`config.mk`:
```
export PLATFORM = sky130hd
export DESIGN_NAME = spi_slave_port
export DESIGN_NICKNAME = d
export VERILOG_FILES = /design/src/rtl/spi_slave_port.sv
export SDC_FILE = /design/constraint.sdc
export NUM_CORES = 1
export LEC_CHECK = 0
export BUFFER_PORTS_ARGS = -buffer_cell sky130_fd_sc_hd__clkbuf_2
export CORE_MARGIN = 2
export CORE_UTILIZATION = 50
export DETAILED_ROUTE_END_ITERATION = 8
export GPL_ROUTABILITY_DRIVEN = 0
export PLACE_DENSITY = 0.81
export SLEW_MARGIN = 30
export SYNTH_ARGS = -nofsm -noshare
export SYNTH_HDL_FRONTEND = slang
export SYNTH_SLANG_ARGS = --single-unit
```
`constraint.sdc`:
```
create_clock -name clk -period 1.6 [get_ports clk]
set_input_delay 0.24 -clock clk [delete_from_list [all_inputs] [get_ports clk]]
set_output_delay 0.24 -clock clk [all_outputs]
set_load 0.01 [all_outputs]
```
`src/rtl/spi_slave_port.sv`:
```
// Mode-0, MSB-first SPI slave with oversampled pins, a one-word tx holding register
// and a valid/ready receive port.
module spi_slave_port #(
    parameter int                DATA_W      = 8,
    parameter int                SYNC_STAGES = 2,
    parameter logic [DATA_W-1:0] IDLE_WORD   = {DATA_W{1'b1}}
) (
    input  logic              clk,
    input  logic              rst,
    input  logic              spi_clk,
    input  logic              spi_mosi,
    input  logic              spi_CE,
    output logic              spi_miso,
    output logic              spi_miso_oe,
    output logic [DATA_W-1:0] rx_data,
    output logic              rx_valid,
    input  logic              rx_ready,
    output logic              rx_overrun,
    input  logic [DATA_W-1:0] tx_data,
    input  logic              tx_valid,
    output logic              tx_ready,
    output logic              tx_underrun,
    output logic              busy
);
    localparam int CNT_W = $clog2(DATA_W + 1);

    typedef enum logic {IDLE, ACTIVE} state_t;

    state_t                 state_q, state_d;
    logic [SYNC_STAGES-1:0] sck_sync_q, sck_sync_d;
    logic [SYNC_STAGES-1:0] mosi_sync_q, mosi_sync_d;
    logic [SYNC_STAGES-1:0] ce_sync_q, ce_sync_d;
    logic                   sck_hist_q, sck_hist_d;
    logic                   ce_hist_q, ce_hist_d;
    logic [DATA_W-1:0]      shift_q, shift_d;
    logic [DATA_W-1:0]      hold_q, hold_d;
    logic                   hold_valid_q, hold_valid_d;
    logic [DATA_W-1:0]      rx_data_q, rx_data_d;
    logic                   rx_valid_q, rx_valid_d;
    logic                   rx_overrun_q, rx_overrun_d;
    logic                   tx_underrun_q, tx_underrun_d;
    logic                   spi_miso_q, spi_miso_d;
    logic [CNT_W-1:0]       bit_cnt_q, bit_cnt_d;
    logic                   reload_pending_q, reload_pending_d;
    logic                   rise_defer_q, rise_defer_d;

    logic sck_s, mosi_s, ce_s;
    logic sck_rise, sck_fall, ce_rise, ce_fall;
    logic do_reload;

    assign sck_s    = sck_sync_q[SYNC_STAGES-1];
    assign mosi_s   = mosi_sync_q[SYNC_STAGES-1];
    assign ce_s     = ce_sync_q[SYNC_STAGES-1];
    assign sck_rise = sck_s & ~sck_hist_q;
    assign sck_fall = ~sck_s & sck_hist_q;
    assign ce_rise  = ce_s & ~ce_hist_q;
    assign ce_fall  = ~ce_s & ce_hist_q;

    always_comb begin
        sck_sync_d  = {sck_sync_q[SYNC_STAGES-2:0], spi_clk};
        mosi_sync_d = {mosi_sync_q[SYNC_STAGES-2:0], spi_mosi};
        ce_sync_d   = {ce_sync_q[SYNC_STAGES-2:0], spi_CE};
        sck_hist_d  = sck_s;
        ce_hist_d   = ce_s;
    end

    always_comb begin
        state_d          = state_q;
        shift_d          = shift_q;
        hold_d           = hold_q;
        hold_valid_d     = hold_valid_q;
        rx_data_d        = rx_data_q;
        rx_valid_d       = rx_valid_q;
        rx_overrun_d     = 1'b0;
        tx_underrun_d    = 1'b0;
        spi_miso_d       = spi_miso_q;
        bit_cnt_d        = bit_cnt_q;
        reload_pending_d = reload_pending_q;
        rise_defer_d     = 1'b0;
        do_reload        = 1'b0;

        if (tx_valid && !hold_valid_q) begin
            hold_d       = tx_data;
            hold_valid_d = 1'b1;
        end
        if (rx_valid_q && rx_ready) begin
            rx_valid_d = 1'b0;
        end

        case (state_q)
            IDLE: begin
                if (ce_fall) begin
                    state_d          = ACTIVE;
                    bit_cnt_d        = '0;
                    reload_pending_d = 1'b0;
                    do_reload        = 1'b1;
                    // A rise coinciding with CE fall is replayed on the next cycle.
                    rise_defer_d     = sck_rise;
                end
            end
            ACTIVE: begin
                if (ce_rise) begin
                    state_d          = IDLE;
                    bit_cnt_d        = '0;
                    reload_pending_d = 1'b0;
                    spi_miso_d       = 1'b1;
                end else if (sck_rise || rise_defer_q) begin
                    shift_d = {shift_q[DATA_W-2:0], mosi_s};
                    if (bit_cnt_q == CNT_W'(DATA_W - 1)) begin
                        rx_data_d        = {shift_q[DATA_W-2:0], mosi_s};
                        rx_valid_d       = 1'b1;
                        rx_overrun_d     = rx_valid_q & ~rx_ready;
                        bit_cnt_d        = '0;
                        reload_pending_d = 1'b1;
                    end else begin
                        bit_cnt_d = bit_cnt_q + 1'b1;
                    end
                end else if (sck_fall) begin
                    if (reload_pending_q) begin
                        do_reload        = 1'b1;
                        reload_pending_d = 1'b0;
                    end else begin
                        spi_miso_d = shift_q[DATA_W-1];
                    end
                end
            end
            default: state_d = IDLE;
        endcase

        // Reload uses the registered holding word; a word offered this cycle waits.
        if (do_reload) begin
            if (hold_valid_q) begin
                shift_d      = hold_q;
                hold_valid_d = 1'b0;
            end else begin
                shift_d       = IDLE_WORD;
                tx_underrun_d = 1'b1;
            end
            spi_miso_d = shift_d[DATA_W-1];
        end
    end

    always_ff @(posedge clk or posedge rst) begin
        if (rst) begin
            state_q          <= IDLE;
            sck_sync_q       <= '0;
            mosi_sync_q      <= '0;
            ce_sync_q        <= '1;
            sck_hist_q       <= 1'b0;
            ce_hist_q        <= 1'b1;
            shift_q          <= '0;
            hold_q           <= '0;
            hold_valid_q     <= 1'b0;
            rx_data_q        <= '0;
            rx_valid_q       <= 1'b0;
            rx_overrun_q     <= 1'b0;
            tx_underrun_q    <= 1'b0;
            spi_miso_q       <= 1'b1;
            bit_cnt_q        <= '0;
            reload_pending_q <= 1'b0;
            rise_defer_q     <= 1'b0;
        end else begin
            state_q          <= state_d;
            sck_sync_q       <= sck_sync_d;
            mosi_sync_q      <= mosi_sync_d;
            ce_sync_q        <= ce_sync_d;
            sck_hist_q       <= sck_hist_d;
            ce_hist_q        <= ce_hist_d;
            shift_q          <= shift_d;
            hold_q           <= hold_d;
            hold_valid_q     <= hold_valid_d;
            rx_data_q        <= rx_data_d;
            rx_valid_q       <= rx_valid_d;
            rx_overrun_q     <= rx_overrun_d;
            tx_underrun_q    <= tx_underrun_d;
            spi_miso_q       <= spi_miso_d;
            bit_cnt_q        <= bit_cnt_d;
            reload_pending_q <= reload_pending_d;
            rise_defer_q     <= rise_defer_d;
        end
    end

    assign spi_miso    = spi_miso_q;
    assign spi_miso_oe = ~ce_s;
    assign rx_data     = rx_data_q;
    assign rx_valid    = rx_valid_q;
    assign rx_overrun  = rx_overrun_q;
    assign tx_ready    = ~hold_valid_q;
    assign tx_underrun = tx_underrun_q;
    assign busy        = (state_q == ACTIVE);
endmodule

```
### Word level (Yosys, flattened, before mapping)

Cells that the tools add are included.

| operators by class | value |
|---|---|
| bitwise gates (word level) | 13 |
| add/sub/neg operators | 1 |
| equality and inequality tests | 8 |
| multiplexer cells | 46 |
| multipliers | 0 |
| reduce and logical (&&, ||, !) cells | 12 |
| order comparisons | 0 |
| div/mod/pow operators | 0 |
| shift operators | 0 |

Operators by type and width:

| kind | count |
|---|---|
| $mux W8 | 5 |
| $mux W1 | 33 |
| $mux W4 | 4 |
| $not A1 Y1 | 8 |
| $pmux W4 S2 | 1 |
| $reduce_and A4 Y1 | 2 |
| $ne A3 B1 Y1 const B | 2 |
| $pmux W1 S2 | 3 |
| $reduce_and A3 Y1 | 2 |
| $and A1 B1 Y1 | 5 |
| $add A4 B1 Y4 const B | 1 |
| $eq A4 B3 Y1 const B | 1 |
| $ne A4 B1 Y1 const B | 1 |
| $ne A4 B3 Y1 const B | 1 |
| $reduce_bool A2 Y1 | 2 |
| $ne A3 B3 Y1 const B | 1 |
| $reduce_bool A3 Y1 | 1 |
| $logic_and A1 B1 Y1 | 2 |
| $ne A2 B1 Y1 const B | 1 |
| $ne A2 B2 Y1 const B | 1 |
| $reduce_and A2 Y1 | 1 |
| $logic_not A1 Y1 | 1 |
| $logic_or A1 B1 Y1 | 1 |

| storage, ports and cells | value |
|---|---|
| ROM bits | 0 |
| memories | 0 |
| bits in writable memories | 0 |
| bits in registers | 44 |
| word-level logic and storage cells | 97 |
| input bits | 15 |
| latch bits | 0 |
| output and inout bits | 15 |

### Depth between registers and ports, before layout

Gate-level depths: netlist of the first run.

| logic depth | value |
|---|---|
| depth in word-level cells | 8 |
| gate-level depth with buffers | 6 |
| depth with buffers taken out | 5 |

### Worst setup path before layout of the first run

No wires, ideal clock.

| timing | value |
|---|---|
| kind | register -> register |
| start | reg ce_hist_q |
| end | reg rx_data_q[0] (netlist: rx_data[0]) |
| arrival | 1,526 ps |
| buffers on the path | 1 |
| clock period less this slack | 1,650 ps |
| path slack | -50 ps |
| setup time | 125 ps |
| stages on the path, launching flop included | 6 |
| required time | 1,475 ps |
| path through | dfstp_2 > nand2b_2 > o211ai_1 > nand4_1 > buf_2 > mux2_2 |

| between the ends | value |
|---|---|
| longest elaborated chain between the ends | 4 |

Ends and longest elaborated chain:

| what | line | RTL |
|---|---|---|
| from (decl) | 34 | `logic ce_hist_q, ce_hist_d;` |
| from (signal assigned) | 168 | `ce_hist_q <= ce_hist_d;` |
| $not A1 Y1 | 56 | `assign ce_rise = ce_s & ~ce_hist_q;` |
| $and A1 B1 Y1 | 56 |  |
| $not A1 Y1 (no line) | - |  |
| $reduce_and A4 Y1 (no line) | - |  |
| to (signal assigned) | 172 | `rx_data_q <= rx_data_d;` |
| to (decl) | 38 | `logic [DATA_W-1:0] rx_data_q, rx_data_d;` |

Every way passes these cells.
A chain may end at the register's enable or synchronous reset.

### Final worst setup path of the first run

| timing | value |
|---|---|
| start | reg bit_cnt_q[1] |
| end | reg rx_data_q[0] (netlist: rx_data[0]) |

| between the ends | value |
|---|---|
| longest elaborated chain between the ends | 2 |

Ends and longest elaborated chain:

| what | line | RTL |
|---|---|---|
| from (decl) | 43 | `logic [CNT_W-1:0] bit_cnt_q, bit_cnt_d;` |
| from (signal assigned) | 177 | `bit_cnt_q <= bit_cnt_d;` |
| $eq A4 B3 Y1 | 109 | `if (bit_cnt_q == CNT_W'(DATA_W - 1)) begin` |
| $reduce_and A4 Y1 (no line) | - |  |

Every way passes these cells.

==> flow_summary_export.csv, run 1 <==
group,metric,value,unit
die,dieArea,0.00444,sq mm
critical_path,crit_family,"flip-flops",
final_layout,layout_common_cells,"dfrtp_1, clkbuf_2, buf_4",
clock_tree,ctsHoldBuffers,0,
drt,drt_pass1_iterations,4,
final_layout,final_util,70.8,%
logic_synthesis,synthArstFlopShare,100,%
timing,fin_crit_sh,104,%
run,cap_violations,0,
logic_synthesis,synth_edf_count,0,
die,die_w,66.6,microns
logic_synthesis,post-synth-top-area-cell,"dfrtp_1",
grt,grt_max_degree,45,
drt,vias_per_cell,6.10,
final_layout,layout.cells.non_filler,269,
pwr,power.total,3.68,mW
logic_synthesis,ys_top_cells_by_area,"dfrtp_1, mux2_2, a211oi_1",
critical_path,start_kind,"flip-flop",
logic_synthesis,synthCells,160,
logic_synthesis,synth_xor_area_share,0,%
logic_synthesis,seq_area_frac_synth,56.4,%
outcome,status,"finished with violations",
timing,final.setup.tns,-0.548,ns
timing,fmax,599,MHz
clock_tree,clkLatencyLatePin,0.30,ns
grt,grt_pass1_vias,1552,
final_layout,design_area,0.00263,sq mm
logic_synthesis,synth_top_family_by_area,"compound AO/OA/AOI/OAI gates",
grt,antenna_found_initial,0,
timing,relSlewSlack,63.8,%
timing,holdWs,0.0244,ns
logic_synthesis,yosysUniqueCellTypes,44,
logic_synthesis,muxShareOfSynthArea,9.77,%
pwr,power_leakage,1.13,nW
grt,grtUsageTotal,22.0,%
clock_tree,cts_made_buffers,5,
critical_path,cp_slowest_cell,"dfrtp_1",
grt,grt_pass1_wl,7.16,mm
min_path,hold_class,"in2reg",
drt,drtIter0Drc,96,
timing,worst_pin_slew,0.543,ns
die,io_pins,30,
place,placed_area,0.00229,sq mm
critical_path,path_max_fanout,10,
drt,wl,5.36,mm
timing,rsz0062_at_grt,"true",
clock_tree,path_clk_slew,0.08,ns
clock_tree,clk_path_buf_depth,2,
drt,drc,0,
logic_synthesis,synth_area,0.00196,sq mm
logic_synthesis,synth_nets,176,
logic_synthesis,syn_area_per_cell,12.2,sq um
drt,avgRoutedWirePerCell,19.9,microns
timing,min_period,1.67,ns
clock_tree,htree_num_levels,2,
logic_synthesis,ys_seq_elements,44,
die,die-height,66.6,microns
critical_path,critPathKind,"reg2reg",
clock_tree,cts_tree,"yes",
logic_synthesis,yosys_most_used_dff,"dfrtp_1",
timing,setup_slack,-0.0695,ns
logic_synthesis,synth-simple-area-share,13.2,%
outcome,violations,"setup timing",
place,portBuffers,29,
critical_path,crit_buf_inv,1,
die,initial_utilization,52.7,%
grt,overflow,0,
place,placed_cells,252,
logic_synthesis,synth_fa_ha_area_share,1.21,%
final_layout,diodes,0,
critical_path,slowest_delay,0.37,ns
critical_path,cp.required,1.78,ns
final_layout,layout-area-overhead-vs-synth,34.3,%
pwr,max-vdd-ir-drop,0.00113,V
timing,hold_violations,0,
critical_path,arrival,1.85,ns
drt,vias,1640,
timing,setup_viol,11,
critical_path,cp_cell_sequence,"ha_2, nand2_2, o211ai_1, nand4_1, buf_6, mux2_2",
final_layout,drive_above_1_share,57.0,%
logic_synthesis,yosysTopAreaCellShare,51.1,%
clock_tree,clock_sinks,44,
drt,postRouteAntennaNets,0,
die,std_cell_rows,22,
final_layout,final_common_cell,"dfrtp_1",
place,hpwl,3.12,mm
logic_synthesis,yosysWarnings,0,
final_layout,finalNetCount,236,
timing,fin_skew,0.0103,ns
place,dp_slack,-0.199,ns
clock_tree,root_buffer,"clkbuf_8",
pwr,powerDensity,1400,mW/mm^2
timing,drv_slew,0,
die,fp.coreArea,0.00372,sq mm
logic_synthesis,synth-compound-area-share,16.5,%
critical_path,critPathCaptureType,"flip-flop",
where the power goes:
| group | total (mW) | internal [mW] | switching, mW |
|---|---|---|---|
| Sequential | 1.79 | 1.48 | 0.313 |
| Combinational | 1.18 | 0.593 | 0.583 |
| Clock | 0.715 | 0.352 | 0.363 |
| Total | 3.68 | 2.43 | 1.26 |
timing repair:
item,CTS,global route
pin swaps,3,5
endpoints found under the hold margin,0,0
buffers inserted,5,4
setup endpoints to repair,13,19
gates resized for setup,10,32
worst paths after layout:
check	startpoint	endpoint	slack, ns	depth (start not counted)
worst max-delay path	bit_cnt_q[1]	rx_data[0]	-0.07	6
worst min-delay path	spi_CE	ce_sync_q[0]	0.02	1
worst max register to register	bit_cnt_q[1]	rx_data[0]	-0.07	6
worst min register to register	sck_sync_q[0]	sck_sync_q[1]	0.35	0
max in group asynchronous	rst	busy	1.15	3
min in group asynchronous	rst	rise_defer_q	0.04	3
per-layer routing:
| layer | routed length, microns | vias to the layer above | track usage [%] | share of wire (%) |
|---|---|---|---|---|
| met5 | 0 | - | 0 | 0 |
| met4 | 271 | 0 | 12.0 | 5.1 |
| met3 | 301 | 28 | 5.74 | 5.6 |
| met2 | 2750 | 89 | 36.0 | 51 |
| met1 | 2040 | 799 | 26.4 | 38 |
| li1 | - | 724 | - | - |
layout make-up:
cell class / instances / area (sq um)
timing repair buffer: 58 / 382
sequential: 44 / 1110
tap: 48 / 60.1
fill: 261 / 1080
multi-input combinational: 104 / 963
inverter: 7 / 28.8
clock buffer: 8 / 90.1
synth_stat cells (all sizes together), types with 3 or more instances:
library cell / instances
a211oi: 16
nand2: 3
buf: 4
o21ai: 4
nand3: 8
nor2: 5
dfrtp: 40
nor3: 8
dfstp: 4
mux2: 17
a21oi: 9
nor2b: 5
nand2b: 4
inv: 6
worst register-to-register path: stages (launching register included):
cell and delay (ns):
dfrtp_1 0.37, ha_2 0.20, nand2_2 0.07, o211ai_1 0.28, nand4_1 0.17, buf_6 0.18, mux2_2 0.28
cell families after synthesis:
| kind of cell | Yosys count |
|---|---|
| flops | 44 |
| simple gates | 41 |
| buf+inv | 12 |
| compound gates | 44 |
| fa+ha+maj | 2 |
| mux | 17 |
sequential cells by signal, summed over array words and instances, names as in the netlist, 2 cells and up:
name and count:
bit_cnt_q 4, mosi_sync_q 2, ce_sync_q 2, hold_q 8
sck_sync_q 2, shift_q 8, rx_data 8
No activity file was read; power rests on OpenSTA's default activity.
==> run 2, diff against run 1 <==
BUFFER_PORTS_ARGS = default   (was -buffer_cell sky130_fd_sc_hd__clkbuf_2)
CORE_UTILIZATION = 55   (was 50)
DONT_BUFFER_PORTS = 1   (was default)
PLACE_DENSITY = 0.8   (was 0.81)
SKIP_CTS_REPAIR_TIMING = 1   (was default)
==> flow_summary_export.csv, run 2 (synthesized netlist as in run 1, its figures left out) <==
group,metric,value,unit
outcome,status,"finished with violations",
outcome,violations,"setup timing",
critical_path,arrival,1.88,ns
clock_tree,clock_sinks,44,
place,portBuffers,0,
pwr,power_leakage,1.05,nW
timing,fin_crit_sh,102,%
critical_path,start_kind,"flip-flop",
timing,setup_viol,6,
drt,vias,1489,
clock_tree,clk_path_buf_depth,2,
clock_tree,root_buffer,"clkbuf_4",
grt,grt_max_degree,43,
final_layout,final_common_cell,"dfrtp_1",
timing,hold_violations,0,
critical_path,cp.required,1.85,ns
drt,avgRoutedWirePerCell,17.8,microns
timing,rsz0062_at_grt,"true",
die,die_w,63.7,microns
drt,vias_per_cell,6.05,
grt,grtUsageTotal,20.2,%
min_path,hold_class,"in2reg",
final_layout,layout.cells.non_filler,246,
drt,wl,4.37,mm
timing,min_period,1.63,ns
final_layout,drive_above_1_share,50.5,%
clock_tree,cts_made_buffers,5,
timing,fmax,612,MHz
critical_path,worstRegToRegCells,5,
grt,grt_pass1_vias,1394,
final_layout,finalNetCount,215,
timing,worst_pin_slew,0.511,ns
final_layout,layout_common_cells,"dfrtp_1, buf_4, mux2_2",
drt,drt_pass1_iterations,4,
timing,drv_slew,0,
critical_path,critPathKind,"reg2reg",
critical_path,critPathCaptureType,"flip-flop",
place,hpwl,2.79,mm
clock_tree,cts_tree,"yes",
pwr,max-vdd-ir-drop,0.000982,V
grt,overflow,0,
die,initial_utilization,57.8,%
drt,postRouteAntennaNets,0,
final_layout,layout-area-overhead-vs-synth,29.0,%
drt,drtIter0Drc,68,
run,cap_violations,0,
timing,fin_skew,0.0151,ns
clock_tree,htree_num_levels,2,
die,fp.coreArea,0.00339,sq mm
grt,antenna_found_initial,0,
timing,relSlewSlack,65.9,%
die,io_pins,30,
die,dieArea,0.00406,sq mm
die,std_cell_rows,21,
timing,setup_slack,-0.0339,ns
drt,drc,0,
final_layout,nFillCells,196,
clock_tree,clkLatencyLatePin,0.35,ns
pwr,powerDensity,1380,mW/mm^2
die,die-height,63.7,microns
clock_tree,path_clk_slew,0.13,ns
timing,final.setup.tns,-0.128,ns
min_path,min_path_cells,1,
place,placed_cells,228,
grt,grt_pass1_wl,6.36,mm
critical_path,path_max_fanout,6,
final_layout,diodes,0,
-- run 2: cell count changes in the layout (fill, tap and decap cells not counted), moves of 3 or more --
cell | previous run | this run
buf_4 | 24 | 29
clkbuf_4 | 0 | 5
clkbuf_2 | 29 | 0
dlygate4sd3_1 | 0 | 4
nor3_1 | 0 | 3
a211oi_1 | 3 | 6
clkbuf_8 | 6 | 1
a211oi_2 | 13 | 10
-- run 2: per-layer routing --
layer	part of all wire (%)	vias to the layer above	routed length [microns]	GRT usage, %
met5	0	-	0	0
met4	1.7	0	73	6.79
met3	5.7	10	248	6.61
met2	50	50	2170	33.6
met1	43	751	1870	24.9
li1	-	678	-	-
-- run 2: path summary, 6_finish.rpt --
| kind | end | start | slack, ns |
|---|---|---|---|
| max | shift_q[6] | ce_hist_q | -0.03 |
| min | hold_q[0] | tx_data[0] | 0.03 |
| max reg2reg | shift_q[6] | ce_hist_q | -0.03 |
| min reg2reg | sck_sync_q[1] | sck_sync_q[0] | 0.35 |
| max in group asynchronous | ce_sync_q[1] | rst | 0.70 |
| min in group asynchronous | sck_sync_q[0] | rst | 0.19 |
-- run 2: cell type report --
| cell class | instances | area, sq um | share of cell area [%] |
|---|---|---|---|
| well taps | 46 | 57.6 | 2.28 |
| clock inverters | 2 | 38.8 | 1.53 |
| repair buffers | 37 | 312 | 12.3 |
| flip-flops and latches | 44 | 1110 | 43.9 |
| clock buffers | 6 | 51.3 | 2.03 |
| inverters | 7 | 28.8 | 1.14 |
| multi-input cells | 104 | 931 | 36.8 |
-- run 2: metrics by stage --
step | cell area, sq um | power [mW] | util [%] | hold slack (ns) | worst slack [ns]
finish | 2530 | 3.50 | 74.6 | 0.0274 | -0.0339
detailed placement | 2210 | 2.61 | 65.1 | -0.00311 | -0.00898
global route | 2530 | 3.69 | 74.6 | 0.00292 | -0.0944
CTS | 2300 | 3.33 | 67.8 | -0.384 | -0.0326
global placement | 2210 | 2.54 | 65.1 | -0.00829 | 0.0422
floorplan | 1970 | 2.31 | - | 0.244 | -0.0212
-- run 2: power by group --
part | internal, mW | switching [mW] | total (mW)
Sequential | 1.48 | 0.365 | 1.84
Combinational | 0.505 | 0.417 | 0.922
Clock | 0.375 | 0.358 | 0.732
Total | 2.36 | 1.14 | 3.50
-- run 2: worst max-delay path: stages (launching register included) --
cell      delay (ns)
dfstp_2         0.63
inv_2           0.06
maj3_2          0.37
buf_6           0.16
nor3_1          0.20
a211oi_1        0.11
==> run 3, diff against run 2 <==
CORE_UTILIZATION = 40   (was 55)
PLACE_DENSITY = 0.63   (was 0.8)
==> flow_summary_export.csv, run 3 (synthesized netlist as in run 1, its figures left out) <==
group,metric,value,unit
outcome,status,"finished with violations",
outcome,violations,"hold timing, setup timing",
timing,hold_violations,40,
pwr,power.total,3.57,mW
final_layout,finalNetCount,215,
die,initial_utilization,41.5,%
pwr,power_leakage,1.04,nW
drt,drt_pass1_iterations,4,
clock_tree,cts_tree,"yes",
drt,wl,4.28,mm
grt,grt_max_degree,45,
die,fp.coreArea,0.00472,sq mm
die,io_pins,30,
pwr,switchingPower,1.14,mW
clock_tree,clkLatencyLatePin,0.30,ns
grt,grt_pass1_wl,7.04,mm
clock_tree,clock_sinks,44,
drt,postRouteAntennaNets,0,
timing,relSlewSlack,64.5,%
timing,setup_viol,2,
place,placed_area,0.00222,sq mm
grt,grtUsageTotal,16.7,%
timing,fin_skew,0.00859,ns
timing,fmax,615,MHz
critical_path,critPathCaptureType,"flip-flop",
place,hpwl,3.01,mm
grt,overflow,0,
pwr,netSwitchingFraction,31.8,%
final_layout,layout-area-overhead-vs-synth,29.1,%
pwr,pwr-share-seq,51.1,%
drt,drc,0,
critical_path,crit_buf_inv,2,
run,cap_violations,0,
final_layout,diodes,0,
pwr,pwr-share-comb,24.8,%
clock_tree,cts_made_buffers,5,
final_layout,layout_common_cells,"dfrtp_1, buf_4, mux2_2",
final_layout,final_util,53.5,%
die,die_w,74.0,microns
clock_tree,root_buffer,"clkbuf_8",
pwr,powerDensity,1410,mW/mm^2
critical_path,slowest_delay,0.59,ns
die,dieArea,0.00547,sq mm
timing,rsz0062_at_grt,"true",
grt,antenna_found_initial,0,
grt,use_met1,21.2,%
pwr,max-vdd-ir-drop,0.00105,V
final_layout,design_area,0.00253,sq mm
grt,met3_usage,5.15,%
final_layout,final_common_cell,"dfrtp_1",
timing,drv_slew,0,
pwr,p_int,2.44,mW
drt,vias,1484,
timing,setup_slack,-0.0255,ns
min_path,hold_class,"in2async",
place,portBuffers,0,
drt,avgRoutedWirePerCell,16.0,microns
critical_path,path_max_fanout,6,
critical_path,critPathKind,"reg2reg",
critical_path,arrival,1.81,ns
critical_path,start_kind,"flip-flop",
timing,holdWs,-0.0555,ns
critical_path,crit_family,"flip-flops",
place,dp_slack,-0.0513,ns
clock_tree,htree_num_levels,2,
critical_path,cp_cell_sequence,"inv_2, maj3_4, buf_6, nor3_1, a211oi_1",
final_layout,drive_above_1_share,44.5,%
grt,top_usage_layer,"met2",
grt,met2_usage,27.3,%
drt,drtIter0Drc,95,
timing,fin_crit_sh,102,%
pwr,pwr-share-clk,24.1,%
drt,vias_per_cell,5.56,
clock_tree,path_clk_slew,0.09,ns
timing,worst_pin_slew,0.533,ns
clock_tree,clk_path_buf_depth,2,
die,die-height,74.0,microns
critical_path,cp.required,1.78,ns
final_layout,nFillCells,398,
timing,min_period,1.63,ns
grt,grt_pass1_vias,1460,
place,placed_cells,249,
critical_path,cp_slowest_cell,"dfstp_2",
die,std_cell_rows,25,
final_layout,layout.cells.non_filler,267,
## run 3: cell type report
type,count,area (sq um),area share (%)
Sequential cell,44,1110,43.8
Multi-Input combinational cell,104,898,35.5
Timing Repair Buffer,36,287,11.3
Tap cell,67,83.8,3.32
Clock buffer,5,68.8,2.72
Clock inverter,3,46.3,1.83
Inverter,7,31.3,1.24
Timing Repair inverter,1,6.26,0.247
## run 3: worst paths after layout
check	startpoint	endpoint	slack (ns)	cells after the start
worst max-delay path	ce_hist_q	shift_q[5]	-0.03	5
worst max register to register	ce_hist_q	shift_q[5]	-0.03	5
worst min register to register	sck_sync_q[0]	sck_sync_q[1]	0.35	0
worst min-delay path	rst	sck_sync_q[1]	-0.06	2
min in group clk	tx_data[2]	hold_q[2]	0.09	1
max in group asynchronous	rst	busy	1.26	2
## run 3: worst reg2reg max path, cell delays in order (launching register included)
cell      delay [ns]
dfstp_2         0.59
inv_2           0.06
maj3_4          0.40
buf_6           0.17
nor3_1          0.20
a211oi_1        0.10
## run 3: layer usage
metal	wire length, microns	share of wire (%)
met4	91	2.1
met3	312	7.3
met2	2150	50
met5	0	0
met1	1720	40
## run 3: power groups by stage
| stage | clock [mW] | combinational [mW] | sequential, mW |
|---|---|---|---|
| after floorplan | 0 | 0.574 | 1.73 |
| after global placement | 0 | 0.735 | 1.81 |
| after detailed placement | 0 | 0.774 | 1.83 |
| after CTS | 0.884 | 0.777 | 1.81 |
| after global routing | 0.934 | 0.980 | 1.89 |
| final | 0.862 | 0.887 | 1.83 |
## run 3: per-stage QoR
step / hold slack (ns) / setup TNS, ns
2_1_floorplan: 0.244 / -0.0212
3_3_place_gp: 0.245 / 0
3_5_place_dp: 0.245 / -0.0584
4_1_cts: -0.0717 / -0.117
5_1_grt: 0.00178 / -0.392
6_report: -0.0555 / -0.0302
